### config.mk
export PLATFORM = sky130hd
export DESIGN_NAME = record_sequencer_flat
export DESIGN_NICKNAME = d
export VERILOG_FILES = /design/src/rtl/record_sequencer_if.sv /design/src/rtl/record_sequencer.sv /design/src/flat_wrapper.sv
export SDC_FILE = /design/constraint.sdc
export NUM_CORES = 1
export LEC_CHECK = 0
export BUFFER_PORTS_ARGS = -buffer_cell sky130_fd_sc_hd__buf_2
export CAP_MARGIN = 0
export CORE_ASPECT_RATIO = 1.75
export CORE_UTILIZATION = 40
export DETAILED_ROUTE_END_ITERATION = 16
export GPL_TIMING_DRIVEN = 0
export PLACE_DENSITY = 0.72
export SLEW_MARGIN = 0
export SYNTH_ARGS = -nofsm -noshare
export SYNTH_HDL_FRONTEND = slang
export SYNTH_SLANG_ARGS = --single-unit
### constraint.sdc
create_clock -name clk -period 6.38 [get_ports clk]
set_clock_uncertainty 0.05 [all_clocks]
set_input_delay 1.276 -clock clk [delete_from_list [all_inputs] [get_ports clk]]
set_output_delay 1.276 -clock clk [all_outputs]
set_load 0.03 [all_outputs]
### src/rtl/record_sequencer_if.sv
`default_nettype none
// ============================================================================
//  Module      : record_sequencer_if
//  Description : RAM bus between the record sequencer and its 64x10 note RAM.
//                master : sequencer (drives address, write enable, write data)
//                slave  : RAM (returns read data one cycle after the address)
//  Signals     : ram_addr [5:0], ram_wren, ram_wdata [9:0], ram_q [9:0]
//  Revision    : 1.0 - initial release
// ============================================================================
interface record_sequencer_if;
    logic [5:0] ram_addr;
    logic       ram_wren;
    logic [9:0] ram_wdata;
    logic [9:0] ram_q;

    modport master (
        output ram_addr,
        output ram_wren,
        output ram_wdata,
        input  ram_q
    );

    modport slave (
        input  ram_addr,
        input  ram_wren,
        input  ram_wdata,
        output ram_q
    );
endinterface
`default_nettype wire

### src/rtl/record_sequencer.sv
`default_nettype none
// ============================================================================
//  Module      : record_sequencer
//  Description : Records up to 64 switch note patterns into a RAM on beat
//                ticks and plays them back (optionally looping).
//  Ports       : clk, resetn (sync, active-low)
//                select, back      - button levels, acted on at rising edges
//                mode_sw[1:0]      - 00 record, 01 play
//                loop_en           - loop playback
//                beat_tick         - one-cycle beat strobe
//                note_in[9:0]      - note pattern to record
//                ram (master)      - RAM address / write / read-data bus
//                note_out[9:0], note_valid - playback output and update pulse
//                state[2:0], rec_len[6:0]  - status
//  Revision    : 1.0 - initial release
// ============================================================================
module record_sequencer (
    input  wire logic              clk,
    input  wire logic              resetn,
    input  wire logic              select,
    input  wire logic              back,
    input  wire logic [1:0]        mode_sw,
    input  wire logic              loop_en,
    input  wire logic              beat_tick,
    input  wire logic [9:0]        note_in,
    record_sequencer_if.master     ram,
    output logic      [9:0]        note_out,
    output logic                   note_valid,
    output logic      [2:0]        state,
    output logic      [6:0]        rec_len
);

    localparam logic [2:0] S_SELECT     = 3'd0;
    localparam logic [2:0] S_REC_ARM    = 3'd1;
    localparam logic [2:0] S_RECORDING  = 3'd2;
    localparam logic [2:0] S_PLAY_ARM   = 3'd3;
    localparam logic [2:0] S_PLAY       = 3'd4;
    localparam logic [2:0] S_PLAY_FETCH = 3'd5;
    localparam logic [2:0] S_DONE       = 3'd6;

    localparam logic [6:0] C_MAX_LEN    = 7'd64;

    logic       sel_q, back_q;
    // Low for the first cycle after reset so a button held through reset
    // release is not mistaken for a fresh press.
    logic       armed_q;
    logic [2:0] state_q, state_d;
    logic [5:0] addr_q, addr_d;
    logic [6:0] len_q, len_d;
    logic [9:0] note_q, note_d;
    logic       valid_q, valid_d;

    logic       w_sel_rise, w_back_rise, w_sel_act, w_any_edge, w_write;

    assign w_sel_rise  = armed_q & select & ~sel_q;
    assign w_back_rise = armed_q & back & ~back_q;
    // back wins when both buttons rise together
    assign w_sel_act   = w_sel_rise & ~w_back_rise;
    assign w_any_edge  = w_sel_rise | w_back_rise;
    // A button edge pre-empts a coincident beat; a full buffer never writes.
    assign w_write     = (state_q == S_RECORDING) & beat_tick & ~w_any_edge &
                         (len_q != C_MAX_LEN);

    always_comb begin
        state_d = state_q;
        addr_d  = addr_q;
        len_d   = len_q;
        note_d  = note_q;
        valid_d = 1'b0;
        case (state_q)
            S_SELECT: begin
                if (w_sel_act && mode_sw == 2'b00)
                    state_d = S_REC_ARM;
                else if (w_sel_act && mode_sw == 2'b01 && len_q != 7'd0)
                    state_d = S_PLAY_ARM;
            end
            S_REC_ARM: begin
                if (w_back_rise) begin
                    state_d = S_SELECT;
                end else if (w_sel_act) begin
                    state_d = S_RECORDING;
                    addr_d  = 6'd0;
                    len_d   = 7'd0;
                end
            end
            S_RECORDING: begin
                if (w_back_rise) begin
                    state_d = S_REC_ARM;
                    addr_d  = 6'd0;
                    len_d   = 7'd0;
                end else if (w_sel_act) begin
                    state_d = S_DONE;
                end else if (w_write) begin
                    // 6-bit address wraps to 0 naturally after slot 63
                    addr_d = addr_q + 6'd1;
                    len_d  = len_q + 7'd1;
                    if (len_q == C_MAX_LEN - 7'd1)
                        state_d = S_DONE;
                end
            end
            S_PLAY_ARM: begin
                if (w_back_rise) begin
                    state_d = S_SELECT;
                end else if (w_sel_act) begin
                    state_d = S_PLAY;
                    addr_d  = 6'd0;
                end
            end
            S_PLAY: begin
                if (w_any_edge)
                    state_d = S_SELECT;
                else if (beat_tick)
                    state_d = S_PLAY_FETCH;
            end
            S_PLAY_FETCH: begin
                // ram_q now reflects the address held during PLAY
                note_d  = ram.ram_q;
                valid_d = 1'b1;
                if (({1'b0, addr_q} + 7'd1) < len_q) begin
                    addr_d  = addr_q + 6'd1;
                    state_d = S_PLAY;
                end else if (loop_en) begin
                    addr_d  = 6'd0;
                    state_d = S_PLAY;
                end else begin
                    state_d = S_DONE;
                end
            end
            S_DONE: begin
                if (w_any_edge)
                    state_d = S_SELECT;
            end
            default: state_d = S_SELECT;
        endcase
    end

    always_ff @(posedge clk) begin
        if (!resetn) begin
            sel_q   <= 1'b0;
            back_q  <= 1'b0;
            armed_q <= 1'b0;
            state_q <= S_SELECT;
            addr_q  <= 6'd0;
            len_q   <= 7'd0;
            note_q  <= 10'd0;
            valid_q <= 1'b0;
        end else begin
            sel_q   <= select;
            back_q  <= back;
            armed_q <= 1'b1;
            state_q <= state_d;
            addr_q  <= addr_d;
            len_q   <= len_d;
            note_q  <= note_d;
            valid_q <= valid_d;
        end
    end

    assign ram.ram_addr  = addr_q;
    assign ram.ram_wren  = w_write & resetn;
    assign ram.ram_wdata = note_in;
    assign note_out      = note_q;
    assign note_valid    = valid_q;
    assign state         = state_q;
    assign rec_len       = len_q;

endmodule
`default_nettype wire

### src/flat_wrapper.sv
// flat-port wrapper written by rule: the top's interface ports become plain ports
module record_sequencer_flat 
  (clk, resetn, select, back, mode_sw, loop_en, beat_tick, note_in, note_out, note_valid, state, rec_len, ram_ram_addr, ram_ram_wren, ram_ram_wdata, ram_ram_q);
  record_sequencer_if ram_i ();
  input  wire logic clk;
  input  wire logic resetn;
  input  wire logic select;
  input  wire logic back;
  input  wire logic [1:0] mode_sw;
  input  wire logic loop_en;
  input  wire logic beat_tick;
  input  wire logic [9:0] note_in;
  output logic      [9:0] note_out;
  output logic note_valid;
  output logic      [2:0] state;
  output logic      [6:0] rec_len;
  output wire logic [$bits(ram_i.ram_addr)-1:0] ram_ram_addr;
  output wire logic [$bits(ram_i.ram_wren)-1:0] ram_ram_wren;
  output wire logic [$bits(ram_i.ram_wdata)-1:0] ram_ram_wdata;
  input wire logic [$bits(ram_i.ram_q)-1:0] ram_ram_q;
  assign ram_ram_addr = ram_i.ram_addr;
  assign ram_ram_wren = ram_i.ram_wren;
  assign ram_ram_wdata = ram_i.ram_wdata;
  assign ram_i.ram_q = ram_ram_q;
  record_sequencer u_core (.clk(clk), .resetn(resetn), .select(select), .back(back), .mode_sw(mode_sw), .loop_en(loop_en), .beat_tick(beat_tick), .note_in(note_in), .ram(ram_i), .note_out(note_out), .note_valid(note_valid), .state(state), .rec_len(rec_len));
endmodule
==> run summary, run 1 <==
The number of hold violations in the final report was 0; the top fanout value on the critical path was 8. In the final layout, the share of cells above drive strength 1 is 29.0%. The width of the die is 51.8 um, and the number of enable flip-flop cells after synthesis is 0. The data arrival time at the worst-slack endpoint is 2.79 ns, and the sequential cell area fraction in the yosys report is 34.6%. The worst setup path is of the in2out kind. Setup repair after global routing left no endpoint under its margin. Once the clock tree was built, the resizer swapped 0 gates to a different size. The tree is rooted in a clkbuf_8. The first detailed-routing pass took 4 iterations. Counting every net in the synthesized netlist gives 251. The run gives 1,515 as the via count of the first global-routing pass.

In this run the vertical extent of the chip is 89.1 um. Minimum clock period: 4.12 ns. The clock passes through at most 2 buffers.

The required time of the worst setup path is 5.05 ns. Across the VDD grid, the largest voltage drop is 183 uV. The flip-flop and latch count after synthesis was 30; the transition at the pin with the smallest max-transition slack was 0.720 ns. In the routed design, unresolved DRC markers number 0. The highest clock rate is 243 MHz, and the number of buffers inserted to repair setup after CTS is 0. Number of buffers added by the clock tree synthesis step: 5.

The initialized floorplan defines 31 standard-cell rows. Once the floorplan was initialized, standard cells occupied 41.8% of the core. The number of clock sinks is 30. The kind of path behind the tightest hold check is reg2reg. The number of pins with negative max-slew slack in the final report was 0; the detailed placer's ending HPWL was 3.27 mm. The flow ran to the end, and the final reports show no timing, DRC or antenna violations.

TritonCTS built the clock tree. Max-cap violations in this run came to 0. The tools report the largest net degree at the start of global routing as 11. Endpoint type of the worst setup path: an output pin. After global routing the overflow that remains totals 0. The max-slew headroom at the worst pin is 52.0%.

In the global route stage, overall resource usage came out at 19.0%. The run gives 51 as the count of cell types in the netlist. The most used flip-flop cell after synthesis is dfxtp_1. The mean number of vias per cell works out to 5.30. Summed over its instances, the top area cell type makes up 34.6% of the synthesized netlist area. The first-pass GRT wire length was 6.52 mm; the post-synthesis cell area was 0.00174 mm^2. The repair_antennas step left the layout with diodes totalling 0. Fraction of registers with async set or reset after synthesis: 0%. The clock slew at the register clock pins of the worst setup and hold paths is 0.05 ns, and the power per cell area is 297 mW/mm^2. Routability-driven placement finished with a final weighted congestion of 0.845. The clock latency at the later pin of the worst-skew pair came out at 0.28 ns. Final clock period utilization by the worst path: 64.6%.

Sorting the synthesized cells by area gives the leading types as dfxtp_1 35%, nand2_1 7.6%, ha_1 6.5%. The detailed router placed 1,723 vias in this run. The die covers 0.00462 mm^2.

Dividing the detail-routed wire length by the instance count gives 12.8 um. The logs give 66 for the top-level I/O count and 0 for the number of hold buffers added after CTS. Setup violations remaining at the end of the flow were counted as 0. The Yosys step of the flow raised 0 warnings.

For the leakage power figure, the log shows 0.974 nW. The H-tree depth was 2; the detailed-route wire length was 4.17 mm. At the end of the flow the core is filled with cells to 51.8%. STA classifies the critical path startpoint as an input pin. The synthesized instance count is 214, and the post-synthesis area per instance is 8.11 um^2. The total core area came out at 0.00415 mm^2. The total of buffers placed on input and output ports was 55; the number of antenna violations at the first check in global routing was 0. Summed over all failing endpoints, the final setup total negative slack is 0 ns. The tools report the number of nets with antenna violations after routing as 0.

The number of nets in the finished design is 313. The cell type with the largest total area after synthesis is dfxtp_1. The synthesis-to-finish area growth works out to 23.8%.

The detailed router finished its first iteration with 25 violations.
## synth_stat cells, types with 2 or more instances
cell,instances
and3b_1,3
and2_1,2
or4_1,2
a311oi_1,3
and3_1,3
a21oi_1,20
nand2_1,35
o22ai_1,3
o21a_1,4
dfxtp_1,30
nand3b_1,2
buf_4,10
nor2_1,12
a221oi_1,2
clkbuf_1,7
inv_1,9
o211a_1,2
nor2b_1,4
a32o_1,2
ha_1,9
nand4_1,3
a21o_1,2
o21ai_0,5
or2b_1,2
xor2_1,2
nand3_1,7
nand2b_1,4
o22a_1,2
## critical path, stage by stage
cell and delay, ns:
buf_2 0.10, and3b_1 0.24, nor4_4 0.41, nand2_2 0.13
or2_1 0.32, nor2_1 0.10, buf_2 0.21
## final cells by class
| cell class | instances | area (um^2) |
|---|---|---|
| Buffer | 18 | 105 |
| Clock buffer | 7 | 76.3 |
| Fill cell | 446 | 2000 |
| Inverter | 10 | 37.5 |
| Multi-Input combinational cell | 156 | 992 |
| Sequential cell | 30 | 601 |
| Tap cell | 49 | 61.3 |
| Timing Repair Buffer | 55 | 275 |
## layer usage
metal | GRT usage, % | routed length (um) | up-vias
met2 | 34.9 | 2150 | 59
met3 | 5.10 | 238 | 8
met5 | 0 | 0 | -
li1 | - | - | 876
met1 | 19.2 | 1690 | 780
met4 | 9.34 | 91 | 0
## logic make-up after synthesis
| kind of cell | share of synthesized area, % |
|---|---|
| AOI/OAI and AO/OA | 22.0 |
| and+or+nand+nor | 27.2 |
| adders and majority gates | 6.49 |
| xor gates and xnor gates | 1.51 |
| DFF | 34.6 |
| buffers and inverters | 8.22 |
## stage by stage
stage	cell area (um^2)	std cells	hold slack, ns	setup WS (ns)	total power [mW]
after floorplan	1740	214	0.533	2.47	0.433
after global placement	2070	318	0.390	2.27	0.500
after detailed placement	2070	318	0.395	2.26	0.502
after CTS	2150	325	0.403	2.26	0.644
after global routing	2150	325	0.422	2.11	0.680
final	2150	325	0.400	2.26	0.638
## state kept, by name (all words and copies together), names as in the netlist
signal / count
u_core.armed_q: 1
u_core.back_q: 1
u_core.note_out: 10
u_core.note_valid: 1
u_core.ram.ram_addr: 6
u_core.rec_len: 7
u_core.sel_q: 1
u_core.state: 3
## layout by cell type (no fill, tap or decap), types with 3 or more instances in the layout
master,n
clkbuf_8,5
buf_2,55
ha_1,9
and3_1,3
nand2_1,35
nand3_1,7
nor2b_1,4
buf_4,10
clkbuf_1,9
dfxtp_1,30
a21oi_1,20
inv_1,9
nand4_1,3
o22ai_1,3
o21ai_0,5
nand2b_1,4
a311oi_1,3
nor2_1,12
o21a_1,4
and3b_1,3
## where the power goes
| part | switching, mW | internal (mW) |
|---|---|---|
| Clock | 0.0633 | 0.0748 |
| Sequential | 0.0246 | 0.203 |
| Combinational | 0.170 | 0.101 |
## worst paths after layout
kind	cells after the start	slack (ns)	end	start
setup / recovery	7	2.26	ram_ram_wren	back
hold / removal	2	0.40	u_core.note_out[0]$_SDFFE_PN0P_	u_core.note_out[0]$_SDFFE_PN0P_
setup reg to reg	9	3.47	u_core.ram.ram_addr[1]$_SDFFE_PN0P_	u_core.ram.ram_addr[0]$_SDFFE_PN0P_
hold reg to reg	2	0.40	u_core.note_out[0]$_SDFFE_PN0P_	u_core.note_out[0]$_SDFFE_PN0P_
Note: power is estimated with default switching activity, not from simulation.
==> run 2, diff against run 1 <==
Settings changed: ABC_AREA from default to 1, PLACE_DENSITY 0.72 to 0.74.
Clock period 6.38 ns to 3.43 ns, I/O delays scaled along.
==> run 2 against run 1 <==
Against the previous run:
- largest cell class unchanged
- highest routed layer unchanged
- power rose to 2.9 times the previous value
- sequential share of layout area fell by 1.7 points
- sequential power rose by 130%
- cell count rose by 22%
==> run summary, run 2 <==
The flow ran to the end, and the final reports show no timing, DRC or antenna violations. The synthesis-to-finish area growth was 23.2%; the routed wire length on met3 was 222 um (-6.7%). The number of nets in the finished design was 383 (+22%); the count of final setup violators was 0 (unchanged). The tools report the via count of the first global-routing pass as 1,846 (+22%). The number of antenna violations at the first check in global routing was 0 (unchanged); the total of fill cells in the finished design was 461 (+3.4%).

The number of clock sinks was 30 (unchanged). The effective utilization at floorplan is 41.7% (-0.12 points), and the power per cell area is 801 mW/mm^2 (+170%). The run gives 4.29 mm (+3.0%) as the detailed-route wire length. Setup repair after global routing left no endpoint under its margin.

The number of hold buffers added after CTS was 0 (unchanged); the post-synthesis cell area was 0.00185 mm^2 (+6.8%). The worst path in the final design needs a cycle of 2.72 ns, including I/O delays and setup. For the overall track demand over capacity in global routing, the log shows 20.4% (+1.4 points). Among cell families on the critical path, the largest total delay comes from simple AND/OR/NAND/NOR gates. For the number of hold violations in the final report, the log shows 0 (unchanged).

The number of buffers inserted to repair setup after CTS was 0 (unchanged); the highest clock rate was 367 MHz. By area the synthesized netlist is led by dfxtp_1 32%, nand2_1 16%, nor2_1 8.7%. The post-synth net total was 321 (+28%). The logs give 0 ns (unchanged) for the final setup TNS and 1,943 (+13%) for the via total after detailed routing. The sequential cell area came out at 601 um^2 (unchanged).

The clock slew at the register clock pins of the worst setup and hold paths came out at 0.06 ns (about the same). Die span in y: 92.0 um (+3.3%). The total congestion overflow was 0 (unchanged); the data arrival time at the worst-slack endpoint was 1.99 ns (-0.80 ns). The fraction of registers with async set or reset after synthesis is 0% (unchanged), and the remaining routing DRC violations is 0 (unchanged). Number of DRC violations after detailed-routing iteration 0: 35 (+40%). The tools report the total of warnings raised by yosys as 0 (unchanged). The detail-routed net length per standard cell is 10.8 um (-16%).

In this run the worst hold path is classified as reg2reg. The H-tree depth is 2 (unchanged). The tools report the detailed placer's ending HPWL as 3.39 mm (+3.9%). Counting instances in the post-synthesis netlist gives the leading cell types as 78 x nand2_1, 43 x nor2_1, 34 x inv_1, 30 x dfxtp_1, 19 x a21oi_1. The run gives 0.415 ns (+0.0147 ns) as the worst hold slack after final layout. The top fanout value on the critical path came out at 6 (-2). For the top-level I/O count, the log shows 66 (unchanged). Total of max-cap violations: 0 (unchanged).

The number of flip-flops under the largest register name was 10 (unchanged). The library cells used most frequently in the layout, excluding fill and tap cells, are 78 x nand2_1, 56 x buf_2, 43 x nor2_1. The post-synthesis area per instance was 6.52 um^2 (-20%); the multi-input gate area in the final layout was 1000 um^2 (+0.76%). Area enclosed by the die boundary: 0.00492 mm^2 (+6.6%). The tree is rooted in a clkbuf_8. The most used flip-flop cell after synthesis is dfxtp_1. The detailed router used layers up to and including met4.

The width of the die is 53.5 um (+3.2%). The logs give 2.38 mm (+11%) for the met2 wire length and 32 (+3.2%) for the standard-cell row count. TritonCTS built the clock tree. Final clock period utilization by the worst path: 79.4%.

The tools report the wire length on met1 as 1.58 mm (-6.2%). The global placement routability congestion came out at 0.860 (+1.8%). Transition at the pin with the smallest max-transition slack: 0.506 ns (-0.215 ns). The mean number of vias per cell was 4.88 (-7.9%). The worst path buffer plus inverter count was 4 (+2).

The number of nets with antenna violations after routing was 0 (unchanged). The total core area was 0.00444 mm^2 (+7.1%); the number of buffers added by the clock tree synthesis step was 5 (unchanged). The maximum root-to-sink buffer count came out at 2 (unchanged). Traced cell by cell, the critical path runs through buf_2 -> nand3_1 -> inv_1 -> nor2_4 -> inv_1 -> nor4_1 -> buf_2.

The tools report the count of cells resized by post-cts repair as 0 (unchanged). Summed over all instances, the cell type with the most area after synthesis is dfxtp_1. The first-pass GRT wire length is 7.53 mm (+15%). The number of search-and-repair iterations in the first detailed-routing pass is 4 (unchanged), and the sequential cell area fraction in the yosys report is 32.4% (-2.2 points).

The tools report the clock latency at the later pin of the worst-skew pair as 0.29 ns (about the same). Count of cell types in the netlist: 29 (-43%). The run gives 490 uV (+170%) as the highest ir drop seen on vdd. Number of pins with negative max-slew slack in the final report: 0 (unchanged). STA classifies the critical path startpoint as an input pin.

The synthesized instance count was 284 (+33%); the flip-flop and latch count after synthesis was 30 (unchanged). STA classifies the critical path endpoint as an output pin. Library cell contributing the largest single delay on the critical path: nor4_1. The most frequent standard cell in the layout excluding fill and tap cells was nand2_1. Yosys instantiated no cell more often than nand2_1. The delay of the slowest cell on the worst path was 0.26 ns (-0.15 ns). The proportion of layout cells with a drive suffix above 1 was 26.5% (-2.5 points); the leakage power figure was 1.24 nW (+27%). The total of buffers placed on input and output ports was 55 (unchanged); the final antenna diode count was 0 (unchanged).

The largest net degree at the start of global routing is 11 (unchanged), and the number of enable flip-flop cells after synthesis is 0 (unchanged). The max-slew headroom at the worst pin is 66.3% (+14 points). The critical path in this run is classified as in2out. The required time of the worst setup path came out at 2.69 ns (-2.36 ns).

The fraction of synthesized cell area taken by the top area cell type was 32.4% (-2.2 points).
[run 2: cell count changes in the layout (fill, tap and decap cells not counted), sizes merged, moves of 3 or more]
cell / previous run / this run
a311oi: 3 / 0
and3: 3 / 0
and3b: 3 / 0
clkbuf: 14 / 11
inv: 10 / 42
nand2: 36 / 79
nand2b: 4 / 0
nand3: 8 / 16
nor2: 12 / 46
nor2b: 4 / 0
o21a: 4 / 0
o21ai: 5 / 12
o22ai: 4 / 0
[run 2: logic make-up after synthesis]
| kind of cell | Yosys count | share of synthesized area (%) |
|---|---|---|
| AOI/OAI and AO/OA | 37 | 11.4 |
| xor gates and xnor gates | 4 | 1.89 |
| adders and majority gates | 9 | 6.08 |
| buffers and inverters | 57 | 13.6 |
| DFF | 30 | 32.4 |
| and+or+nand+nor | 147 | 34.6 |
[run 2: final cells by class]
class	count	area share, %
Sequential cell	30	26.3
Clock inverter	1	0.219
Clock buffer	7	3.78
Multi-Input combinational cell	197	43.8
Inverter	42	6.90
Buffer	15	4.16
Timing Repair Buffer	55	12.1
Tap cell	51	2.79
[run 2: through the flow]
stage          instance area, um^2  power [mW]  setup WS (ns)  cells  util [%]
6_report                      2280        1.83          0.708    398      51.4
5_1_grt                       2280        2.00          0.516    398      51.4
4_1_cts                       2280        1.85          0.681    398      51.4
3_5_place_dp                  2190        1.53          0.682    390      49.3
3_3_place_gp                  2190        1.52          0.674    390      49.3
2_1_floorplan                 1850        1.30          0.580    284         -
[run 2: report_power, final]
group          internal (mW)  switching, mW
Sequential             0.427         0.0985
Clock                  0.162          0.136
Combinational          0.334          0.672
[run 2: worst reg2reg max path, cell delays in order, from the launching register on]
cell and delay, ns:
dfxtp_1 0.43, ha_1 0.22, nand3_1 0.13, xor2_1 0.17, inv_1 0.10, ha_1 0.29
nand2_1 0.07, nand2_1 0.05, a21oi_1 0.16, nand2_1 0.08, nand2_1 0.13, nand2_1 0.07
nor2_1 0.13, nand2_1 0.07, nand2_1 0.07, nor2_1 0.05
[run 2: final timing paths]
check / start / end / slack (ns) / cells after the start
worst max-delay path: back / ram_ram_wren / 0.71 / 7
worst min register to register: u_core.note_out[1]$_SDFFE_PN0P_ / u_core.note_out[1]$_SDFFE_PN0P_ / 0.42 / 2
worst max register to register: u_core.ram.ram_addr[0]$_SDFFE_PN0P_ / u_core.ram.ram_addr[5]$_SDFFE_PN0P_ / 1.07 / 15
worst min-delay path: u_core.note_out[1]$_SDFFE_PN0P_ / u_core.note_out[1]$_SDFFE_PN0P_ / 0.42 / 2
[run 2: metal layers]
layer,vias to the layer above,GRT usage [%]
li1,1003,-
met1,863,20.4
met2,64,37.8
met3,13,3.65
met4,0,9.21
met5,-,0
==> run 3, diff against run 2 <==
Settings changed: PLACE_DENSITY 0.74 to 0.71.
Clock period 3.43 ns to 2.8 ns, I/O delays scaled along.
==> run 3 against run 2 <==
Against the previous run:
- first-iteration DRC count is 23% higher
- via count is 1.2% lower
- highest routed layer unchanged
- global-route usage is 0.41 points lower
- sequential cell count stayed put
- largest cell class unchanged
- critical endpoint unchanged
==> run summary, run 3 (synthesized netlist as in run 2, its figures left out) <==
The flow ran to the end, and the final reports show no timing, DRC or antenna violations. The number of search-and-repair iterations in the first detailed-routing pass was 4 (unchanged). The mean number of vias per cell is 4.82 (-1.2%), and the top-level I/O count is 66 (unchanged).

The top fanout value on the critical path was 6 (unchanged). The tools report the critical hold path startpoint as resetn. The logs give 0.29 ns (about the same) for the clock latency at the later pin of the worst-skew pair and 0 (unchanged) for the number of hold violations in the final report. The proportion of layout cells with a drive suffix above 1 works out to 26.8% (+0.29 points).

The run gives 5 (unchanged) as the number of buffers added by the clock tree synthesis step. The standard-cell row count came out at 32 (unchanged). The tools report the final setup TNS as 0 ns (unchanged). The power per cell area is 1000 mW/mm^2 (+25%). The worst path uses 88.7% of the clock period. Via count of the first global-routing pass: 1,799 (-2.5%). For the total of max-cap violations, the log shows 0 (unchanged). The endpoint type of the worst setup path is an output pin. The data arrival time at the worst-slack endpoint is 1.87 ns (-0.12 ns), and the highest ir drop seen on vdd is 733 uV (+50%).

For the effective utilization at floorplan, the log shows 41.7% (unchanged). For the overall track demand over capacity in global routing, the log shows 20.0% (-0.41 points). Subtracting the final worst setup slack from the clock period gives 2.48 ns. The start of the worst register-to-register path is u_core.ram.ram_addr[0]$_SDFFE_PN0P_.

The total cell area at the placement stage came out at 0.00219 mm^2 (unchanged). Setup repair after global routing left no endpoint under its margin. Largest net degree at the start of global routing: 12 (+1).

The endpoint of the lowest-slack register-to-register path is u_core.ram.ram_addr[2]$_SDFFE_PN0P_. The die span in y works out to 92.0 um (unchanged). The tools report the number of clock sinks as 30 (unchanged). The worst-case reg-to-reg path depth came out at 15 (unchanged).

The tools report the highest clock rate as 403 MHz. The detailed placer's ending HPWL is 3.39 mm (about the same). For the detailed-route wire length, the log shows 4.23 mm (-1.4%). The number of hold buffers added after CTS is 0 (unchanged).

The H-tree depth was 2 (unchanged); the first-pass GRT wire length was 7.29 mm (-3.1%). Relative to the synthesized area, the layout overhead comes to 24.4%. The tools report the sort of element at the start of the critical path as an input pin. The leakage power figure is 1.24 nW (+0.17%), and the area enclosed by the die boundary is 0.00492 mm^2 (unchanged). The slowest stage of the critical path belongs to the cell buf_2. The flop-to-flop setup slack is 0.51 ns (-0.56 ns), and the number of pins with negative max-slew slack in the final report is 0 (unchanged). The via total after detailed routing is 1,919 (-1.2%).

In the layout the commonest cells are 78 x nand2_1, 56 x buf_2, 43 x nor2_1. The kind of path behind the tightest hold check was in2reg. The number of antenna violations at the first check in global routing was 0 (unchanged). The count of cells resized by post-cts repair came out at 0 (unchanged). The delay of the slowest cell on the worst path came out at 0.26 ns (about the same). The number of flip-flops under the largest register name is 10 (unchanged).

Following the worst setup path forward leads to its endpoint at ram_ram_wren. Final antenna diode count: 0 (unchanged). TritonCTS built the clock tree.

For the remaining routing DRC violations, the log shows 0 (unchanged). The total core area was 0.00444 mm^2 (unchanged). The number of nets with antenna violations after routing was 0 (unchanged). The required time of the worst setup path is 2.19 ns (-0.50 ns), and the width of the die is 53.5 um (unchanged). The transition at the pin with the smallest max-transition slack came out at 0.508 ns (+0.00210 ns). The signal on the critical path passes through buf_2 -> nand3_1 -> inv_1 -> nor2_4 -> inv_1 -> nor4_1 -> buf_2. The total congestion overflow came out at 0 (unchanged).

The total of buffers placed on input and output ports was 55 (unchanged). The tree is rooted in a clkbuf_8. The run gives 0 (unchanged) as the count of final setup violators. The tools report the maximum root-to-sink buffer count as 2 (unchanged). The most frequent standard cell in the layout excluding fill and tap cells is nand2_1. The global placement routability congestion is 0.841 (-2.2%). The critical path starts at back. The post-route standard cell area excluding fillers was 0.00231 mm^2 (+0.99%); the max-slew headroom at the worst pin was 66.1% (-0.14 points). Type of the setup path with the least slack: in2out. The run gives 43 (+23%) as the number of DRC violations after detailed-routing iteration 0. The number of buffers inserted to repair setup after CTS is 0 (unchanged).

The detail-routed net length per standard cell is 10.6 um (-1.4%). The number of nets in the finished design is 383 (unchanged). The clock slew at the register clock pins of the worst setup and hold paths was 0.07 ns (about the same).
[run 3: worst max-delay path: cells and delay by family]
kind | cells | cell delay, ns
buffers and inverters | 4 | 0.65
and+or+nand+nor | 3 | 0.66
[run 3: metrics by stage]
step | setup WS, ns | cells | util, % | total power, mW | hold slack (ns)
floorplan | 0.202 | 284 | - | 1.59 | 0.538
global placement | 0.302 | 390 | 49.3 | 1.86 | 0.400
detailed placement | 0.308 | 390 | 49.3 | 1.88 | 0.405
CTS | 0.299 | 398 | 51.9 | 2.34 | 0.327
global route | 0.174 | 398 | 51.9 | 2.54 | 0.329
finish | 0.316 | 398 | 51.9 | 2.31 | 0.333
[run 3: cell type report]
cell class	count	area (um^2)
fillers	455	2140
multi-input cells	197	1000
flip-flops and latches	30	601
repair buffers	55	275
inverters	42	158
plain buffers	15	95.1
clock buffers	5	68.8
well taps	51	63.8
clock inverters	3	45.0
[run 3: metal layers]
| metal | GRT usage, % | vias up | wire, um |
|---|---|---|---|
| li1 | - | 1004 | - |
| met1 | 19.0 | 842 | 1540 |
| met2 | 36.9 | 62 | 2340 |
| met3 | 3.81 | 11 | 209 |
| met4 | 11.2 | 0 | 138 |
| met5 | 0 | - | 0 |
[run 3: power breakdown]
group          leakage, nW  internal, mW  switching, mW
Clock               0.0504         0.265          0.186
Sequential           0.245         0.523          0.119
Combinational        0.946         0.408          0.812
Total                 1.24          1.20           1.12
[run 3: how the worst min path moves through the flow]
stage	cells past startpoint	to	slack (ns)
2_1_floorplan	0	u_core.armed_q$_DFF_P_	0.54
3_3_place_gp	2	u_core.note_out[0]$_SDFFE_PN0P_	0.40
3_5_place_dp	2	u_core.note_out[9]$_SDFFE_PN0P_	0.41
4_1_cts	1	u_core.armed_q$_DFF_P_	0.33
5_1_grt	1	u_core.armed_q$_DFF_P_	0.33
6_report	1	u_core.armed_q$_DFF_P_	0.33
